**src/rtl/lstm_pkg.sv**
```systemverilog
// Shared definitions for the LSTM layer blocks.
//   LSTM_DATA_WIDTH  : default fixed-point word width (signed, two's complement)
//   LSTM_FRACT_WIDTH : default number of fractional bits in a word
//   lstm_seq_state_t : states of the timestep sequencer (lstm_seq_ctrl)
package lstm_pkg;

    localparam int LSTM_DATA_WIDTH  = 16;
    localparam int LSTM_FRACT_WIDTH = 8;

    typedef enum logic [2:0] {
        IDLE   = 3'd0,
        WAIT_X = 3'd1,
        SETTLE = 3'd2,
        EMIT   = 3'd3,
        DONE   = 3'd4
    } lstm_seq_state_t;

endpackage

```
**src/rtl/lstm_seq_ctrl.sv**
```systemverilog
// Timestep sequencer for a single combinational lstm_cell.
// Streams X samples through the cell one step at a time, feeding the captured
// c/h back as the next step's c_in/h_in, and emits each step's hidden state on
// a valid/ready stream.
// Ports:
//   clk, rst               clock, synchronous active-high reset
//   start, seq_len, c0, h0 sequence launch (sampled only in IDLE)
//   abort                  cancel the running sequence, back to IDLE
//   x_valid/x_ready/x_data input sample stream
//   cell_x/cell_c/cell_h   registered operands driven to the cell
//   cell_c_out/cell_h_out  cell results, captured after SETTLE_CYC cycles
//   h_valid/h_ready/h_data/h_last  per-step hidden-state output stream
//   busy, done             status; done pulses once per completed sequence
//   c_final, h_final       last captured c/h, held until the next start
module lstm_seq_ctrl
    import lstm_pkg::*;
#(
    parameter int DATA_WIDTH  = LSTM_DATA_WIDTH,
    parameter int FRACT_WIDTH = LSTM_FRACT_WIDTH,
    parameter int LEN_W       = 8,
    parameter int SETTLE_CYC  = 2
) (
    input  logic                  clk,
    input  logic                  rst,
    input  logic                  start,
    input  logic [LEN_W-1:0]      seq_len,
    input  logic                  abort,
    input  logic [DATA_WIDTH-1:0] c0,
    input  logic [DATA_WIDTH-1:0] h0,
    input  logic                  x_valid,
    input  logic [DATA_WIDTH-1:0] x_data,
    output logic                  x_ready,
    output logic [DATA_WIDTH-1:0] cell_x,
    output logic [DATA_WIDTH-1:0] cell_c,
    output logic [DATA_WIDTH-1:0] cell_h,
    input  logic [DATA_WIDTH-1:0] cell_c_out,
    input  logic [DATA_WIDTH-1:0] cell_h_out,
    output logic                  h_valid,
    output logic [DATA_WIDTH-1:0] h_data,
    output logic                  h_last,
    input  logic                  h_ready,
    output logic                  busy,
    output logic                  done,
    output logic [DATA_WIDTH-1:0] c_final,
    output logic [DATA_WIDTH-1:0] h_final
);

    // Counter only has to hold SETTLE_CYC-1 down to 0.
    localparam int CNT_W = (SETTLE_CYC > 1) ? $clog2(SETTLE_CYC) : 1;

    if (SETTLE_CYC < 1) begin : g_bad_settle
        $error("lstm_seq_ctrl: SETTLE_CYC must be at least 1");
    end
    if (FRACT_WIDTH >= DATA_WIDTH) begin : g_bad_fract
        $error("lstm_seq_ctrl: FRACT_WIDTH must be smaller than DATA_WIDTH");
    end

    lstm_seq_state_t       state_q, state_d;
    logic [DATA_WIDTH-1:0] x_q, x_d;
    logic [DATA_WIDTH-1:0] c_q, c_d;
    logic [DATA_WIDTH-1:0] h_q, h_d;
    logic [LEN_W-1:0]      len_q, len_d;
    logic [LEN_W-1:0]      step_q, step_d;
    logic [CNT_W-1:0]      cnt_q, cnt_d;
    logic                  x_ready_q, h_valid_q, h_last_q, busy_q, done_q;

    always_comb begin
        state_d = state_q;
        x_d     = x_q;
        c_d     = c_q;
        h_d     = h_q;
        len_d   = len_q;
        step_d  = step_q;
        cnt_d   = cnt_q;

        unique case (state_q)
            IDLE: begin
                if (start) begin
                    c_d     = c0;
                    h_d     = h0;
                    len_d   = seq_len;
                    step_d  = '0;
                    state_d = (seq_len != '0) ? WAIT_X : DONE;
                end
            end
            WAIT_X: begin
                if (x_valid) begin
                    x_d     = x_data;
                    cnt_d   = CNT_W'(SETTLE_CYC - 1);
                    state_d = SETTLE;
                end
            end
            SETTLE: begin
                // Cell inputs have been stable for SETTLE_CYC cycles once cnt hits 0.
                if (cnt_q == '0) begin
                    c_d     = cell_c_out;
                    h_d     = cell_h_out;
                    state_d = EMIT;
                end else begin
                    cnt_d = cnt_q - 1'b1;
                end
            end
            EMIT: begin
                if (h_ready) begin
                    step_d  = step_q + 1'b1;
                    state_d = h_last_q ? DONE : WAIT_X;
                end
            end
            DONE: begin
                state_d = IDLE;
            end
            default: begin
                state_d = IDLE;
            end
        endcase

        // Abort discards whatever this cycle would have captured; c/h keep their values.
        if (abort && (state_q != IDLE)) begin
            state_d = IDLE;
            x_d     = x_q;
            c_d     = c_q;
            h_d     = h_q;
            len_d   = len_q;
            step_d  = step_q;
            cnt_d   = cnt_q;
        end
    end

    always_ff @(posedge clk) begin
        if (rst) begin
            state_q   <= IDLE;
            x_q       <= '0;
            c_q       <= '0;
            h_q       <= '0;
            len_q     <= '0;
            step_q    <= '0;
            cnt_q     <= '0;
            x_ready_q <= 1'b0;
            h_valid_q <= 1'b0;
            h_last_q  <= 1'b0;
            busy_q    <= 1'b0;
            done_q    <= 1'b0;
        end else begin
            state_q   <= state_d;
            x_q       <= x_d;
            c_q       <= c_d;
            h_q       <= h_d;
            len_q     <= len_d;
            step_q    <= step_d;
            cnt_q     <= cnt_d;
            // Status flags are registered from the next state so they line up with state_q.
            x_ready_q <= (state_d == WAIT_X);
            h_valid_q <= (state_d == EMIT);
            h_last_q  <= (state_d == EMIT) && (step_d == len_d - 1'b1);
            busy_q    <= (state_d != IDLE);
            done_q    <= (state_d == DONE);
        end
    end

    assign x_ready = x_ready_q;
    assign h_valid = h_valid_q;
    assign h_last  = h_last_q;
    assign busy    = busy_q;
    assign done    = done_q;
    assign cell_x  = x_q;
    assign cell_c  = c_q;
    assign cell_h  = h_q;
    assign c_final = c_q;
    assign h_final = h_q;
    assign h_data  = h_q;

endmodule
```
**config.mk**
```make
export PLATFORM = sky130hd
export DESIGN_NAME = lstm_seq_ctrl
export DESIGN_NICKNAME = d
export VERILOG_FILES = /design/src/rtl/lstm_pkg.sv /design/src/rtl/lstm_seq_ctrl.sv
export SDC_FILE = /design/constraint.sdc
export NUM_CORES = 1
export LEC_CHECK = 0
export CORE_ASPECT_RATIO = 1.75
export CORE_UTILIZATION = 30
export DETAILED_ROUTE_END_ITERATION = 16
export HOLD_SLACK_MARGIN = 0.05
export SYNTH_ARGS = -nofsm -noshare
export SYNTH_HDL_FRONTEND = slang
export SYNTH_SLANG_ARGS = --single-unit
```
**constraint.sdc**
```tcl
create_clock -name clk -period 3.1 [get_ports clk]
set_input_delay 0.775 -clock clk [delete_from_list [all_inputs] [get_ports clk]]
set_output_delay 0.775 -clock clk [all_outputs]
set_load 0.005 [all_outputs]
```
==> results_dict.tcl, run 1 <==
set metrics [dict create \
    outcome "finished, final reports clean" \
    grt-ovfl-total 0 \
    power_density_nw_per_um2 511 \
    r2r_cells 10 \
    ys_types 44 \
    leakage_nw 2.19 \
    via_per_inst 4.77 \
    start_kind "primary input" \
    fp.coreArea_um2 12100 \
    place_inst 779 \
    tightestPinTransition_ns 0.732 \
    cts_buffers 9 \
    path_cells "clkdlybuf4s50_1, nor4b_4, buf_4, mux2i_1, ha_1, nor3b_2, xnor2_1, o21ai_0, a21oi_1, nand3_1, nor4b_2" \
    max_cap_violations 0 \
    fin_setup_tns_ns 0 \
    rr_endpoint "h_last$_SDFF_PP0_" \
    async_flop_share 0 \
    grt_max_degree 66 \
    ys_seq_elements 73 \
    die_x_um 86.6 \
    synth_nets 574 \
    fin_crit_sh 0.934 \
    hpwl_mm 9.10 \
    post-place-ws_ns -0.223 \
    synth_edf_count 0 \
    hp-class "flip-flop to flip-flop" \
    area_growth_pct 57.9 \
    fin_area_um2 5930 \
    fin_crit_ns 2.89 \
    route.detailed.drc 0 \
    critical_path.top_delay_family "simple AND/OR/NAND/NOR gates" \
    ys_warn_count 0 \
    critPathMaxFanout 4 \
    hold_buffers 0 \
    peakVddDrop_mv 0.286 \
    nets 721 \
    grt_use_total 0.184 \
    htreeDepth 3 \
    fillers 1168 \
    dr_total_vias 3793 \
    r2r-start "state_q[2]$_SDFF_PP0_" \
    seq_area_frac_synth 0.389 \
    start_util 0.310 \
    fmax_ghz 0.346 \
    num_rows 53 \
    placed_area_um2 5590 \
    critPathRequiredTime_ns 3.34 \
    clock_path_buffers 2 \
    n_antenna_cell 0 \
    clk_pin_slew_worst_paths_ns 0.06 \
    startpoint "start" \
    dieArea_um2 13000 \
    fin_skew_ns 0.00697 \
    layout-drive-gt1-share 0.0762 \
    worst-path-buf-inv 2 \
    die_h_um 150 \
    cts_setup_buffers 0 \
    multiInputGateArea_um2 1830 \
    cp-end-kind "flip-flop" \
    ant_nets 0 \
    clk_latency_ns 0.33 \
    wl_mm 12.0 \
    globalplace.congestion 0.854 \
    layoutNonFillerInstCount 795 \
    path_depth 11 \
    cts_tree "built" \
    hold_viol_final 0 \
    setup_viol 0 \
    ios 195 \
    seqCellArea_um2 1460 \
    power.total_mw 3.03 \
    avgSynthCellArea_um2 7.86 \
    antenna_found_initial 0 \
    portBuffers 194 \
    routedWlPerCell_um 15.0 \
    worst_ep_arrival_time_ns 3.14 \
    drt_iter0_drc 118 \
    grt_first_pass_wirelength_mm 18.3 \
    r2r_slack_ns 0.55 \
    netlist_area_um2 3760 \
    drtPass1Iterations 4 \
    cts_root_buffer "clkbuf_16" \
    critPathSlowestCell "clkdlybuf4s50_1" \
    slew_headroom 0.512 \
    crit_path_end "h_last$_SDFF_PP0_" \
    clock_sinks 73 \
    syn_inst 478 \
    synth_ff_type "dfxtp_1" \
    criticalPathCategory "primary input to flip-flop" \
    setup_ws_ns 0.206 \
    drv_slew 0 \
    rsz0062_at_grt "no" \
    slowest_delay_ns 0.50 \
    grt_pass1_vias 3621 \
]
[cell usage in the layout, fill, tap and decap left out, types with 3 or more instances in the layout]
cell type / count
xor2_1: 7
a21oi_1: 29
and3_1: 4
nor3_1: 3
nand3b_1: 4
o21ai_0: 5
xnor2_1: 13
a311oi_1: 32
nand3_1: 8
clkdlybuf4s50_1: 193
nand4_1: 4
buf_4: 19
o21a_1: 3
dfxtp_1: 73
mux2i_1: 4
nor2_1: 56
nor2b_1: 4
nand2_1: 115
clkbuf_16: 9
[stage by stage]
step / util / hold WS, ns
3_5_place_dp: 0.461 / 0.446
5_1_grt: 0.489 / 0.478
6_report: 0.489 / 0.454
3_3_place_gp: 0.461 / 0.442
2_1_floorplan: - / 0.449
4_1_cts: 0.488 / 0.454
[sequential cells by signal, summed over array words and instances, names as in the netlist]
register,flops
len_q,8
busy,1
cell_x,16
x_ready,1
cell_h,16
c_final,16
cnt_q,1
done,1
h_valid,1
state_q,3
step_q,8
h_last,1
[worst min-delay path by stage]
| stage | from | endpoint | slack (ns) | depth (start not counted) |
|---|---|---|---|---|
| final | cell_x[12]$_SDFFE_PP0P_ | cell_x[12]$_SDFFE_PP0P_ | 0.45 | 2 |
| after global routing | cell_x[1]$_SDFFE_PP0P_ | cell_x[1]$_SDFFE_PP0P_ | 0.48 | 2 |
| after CTS | cell_x[12]$_SDFFE_PP0P_ | cell_x[12]$_SDFFE_PP0P_ | 0.45 | 2 |
| after detailed placement | cell_x[12]$_SDFFE_PP0P_ | cell_x[12]$_SDFFE_PP0P_ | 0.45 | 2 |
| after global placement | cell_x[0]$_SDFFE_PP0P_ | cell_x[0]$_SDFFE_PP0P_ | 0.44 | 2 |
| after floorplan | len_q[7]$_SDFF_PP0_ | len_q[7]$_SDFF_PP0_ | 0.45 | 2 |
[timing repair]
| action | CTS | global route |
|---|---|---|
| hold endpoints to repair | 0 | 0 |
| gates resized for setup | 0 | 2 |
| endpoints found under the setup margin | 0 | 1 |
[area by class of cell]
cell class                 instances  share of cell area
inverter                           1            0.000633
tap                              165              0.0348
multi-input combinational        326               0.309
clock buffer                      10              0.0403
clock inverter                     6              0.0152
timing repair buffer             214               0.354
sequential                        73               0.246
[metal layers]
layer / global-route usage / up-vias / routed length [µm]
met5: 0 / - / 0
met4: 0.0833 / 0 / 330
met3: 0.0342 / 25 / 567
met2: 0.357 / 139 / 6740
met1: 0.186 / 1748 / 4320
li1: - / 1881 / -
[synth_stat cells (3+ instances only)]
master | count | area [µm²]
dfxtp_1 | 73 | 1460
mux2i_1 | 4 | 40.0
xnor2_1 | 13 | 114
a21oi_1 | 29 | 145
nand4_1 | 4 | 25.0
o21a_1 | 3 | 22.5
clkbuf_1 | 23 | 86.3
xor2_1 | 7 | 61.3
nor2b_1 | 4 | 25.0
buf_4 | 49 | 368
nand3b_1 | 4 | 30.0
nor2_1 | 56 | 210
nand2_1 | 115 | 432
nor3_1 | 4 | 20.0
buf_2 | 6 | 30.0
a311oi_1 | 32 | 280
nand3_1 | 8 | 40.0
o21ai_0 | 5 | 25.0
and3_1 | 4 | 25.0
[cells by family after synthesis]
group,synth area share
fa+ha+maj,0.00666
compound gates,0.148
mux,0.0107
flops,0.389
xor+xnor,0.0466
buf+inv,0.130
simple gates,0.269
[worst reg2reg max path: cells and delay by family (launching register included)]
family	cells	cell delay [ns]
and+or+nand+nor	4	0.87
DFF	1	0.47
AOI/OAI and AO/OA	2	0.28
muxes	1	0.24
xor gates and xnor gates	1	0.21
adders and majority gates	1	0.20
buffers and inverters	1	0.18
[power by group]
part	leakage, nW	internal [mW]	total, mW	switching (mW)
clock	0.159	0.729	1.13	0.405
combinational	1.43	0.495	0.809	0.314
sequential	0.599	1.02	1.09	0.0755
total	2.19	2.24	3.03	0.795
(Power assumes the default switching activity.)
==> inputs of run 2 (changes only) <==
--- a/config.mk
+++ b/config.mk
@@ -7,6 +7,7 @@
 export LEC_CHECK = 0
 export CORE_ASPECT_RATIO = 1.75
 export CORE_UTILIZATION = 30
+export CTS_CLUSTER_SIZE = 28
 export DETAILED_ROUTE_END_ITERATION = 16
 export HOLD_SLACK_MARGIN = 0.05
 export SYNTH_ARGS = -nofsm -noshare
==> results of run 2 <==
The final DEF is identical to that of run 1; final timing and power are the same.
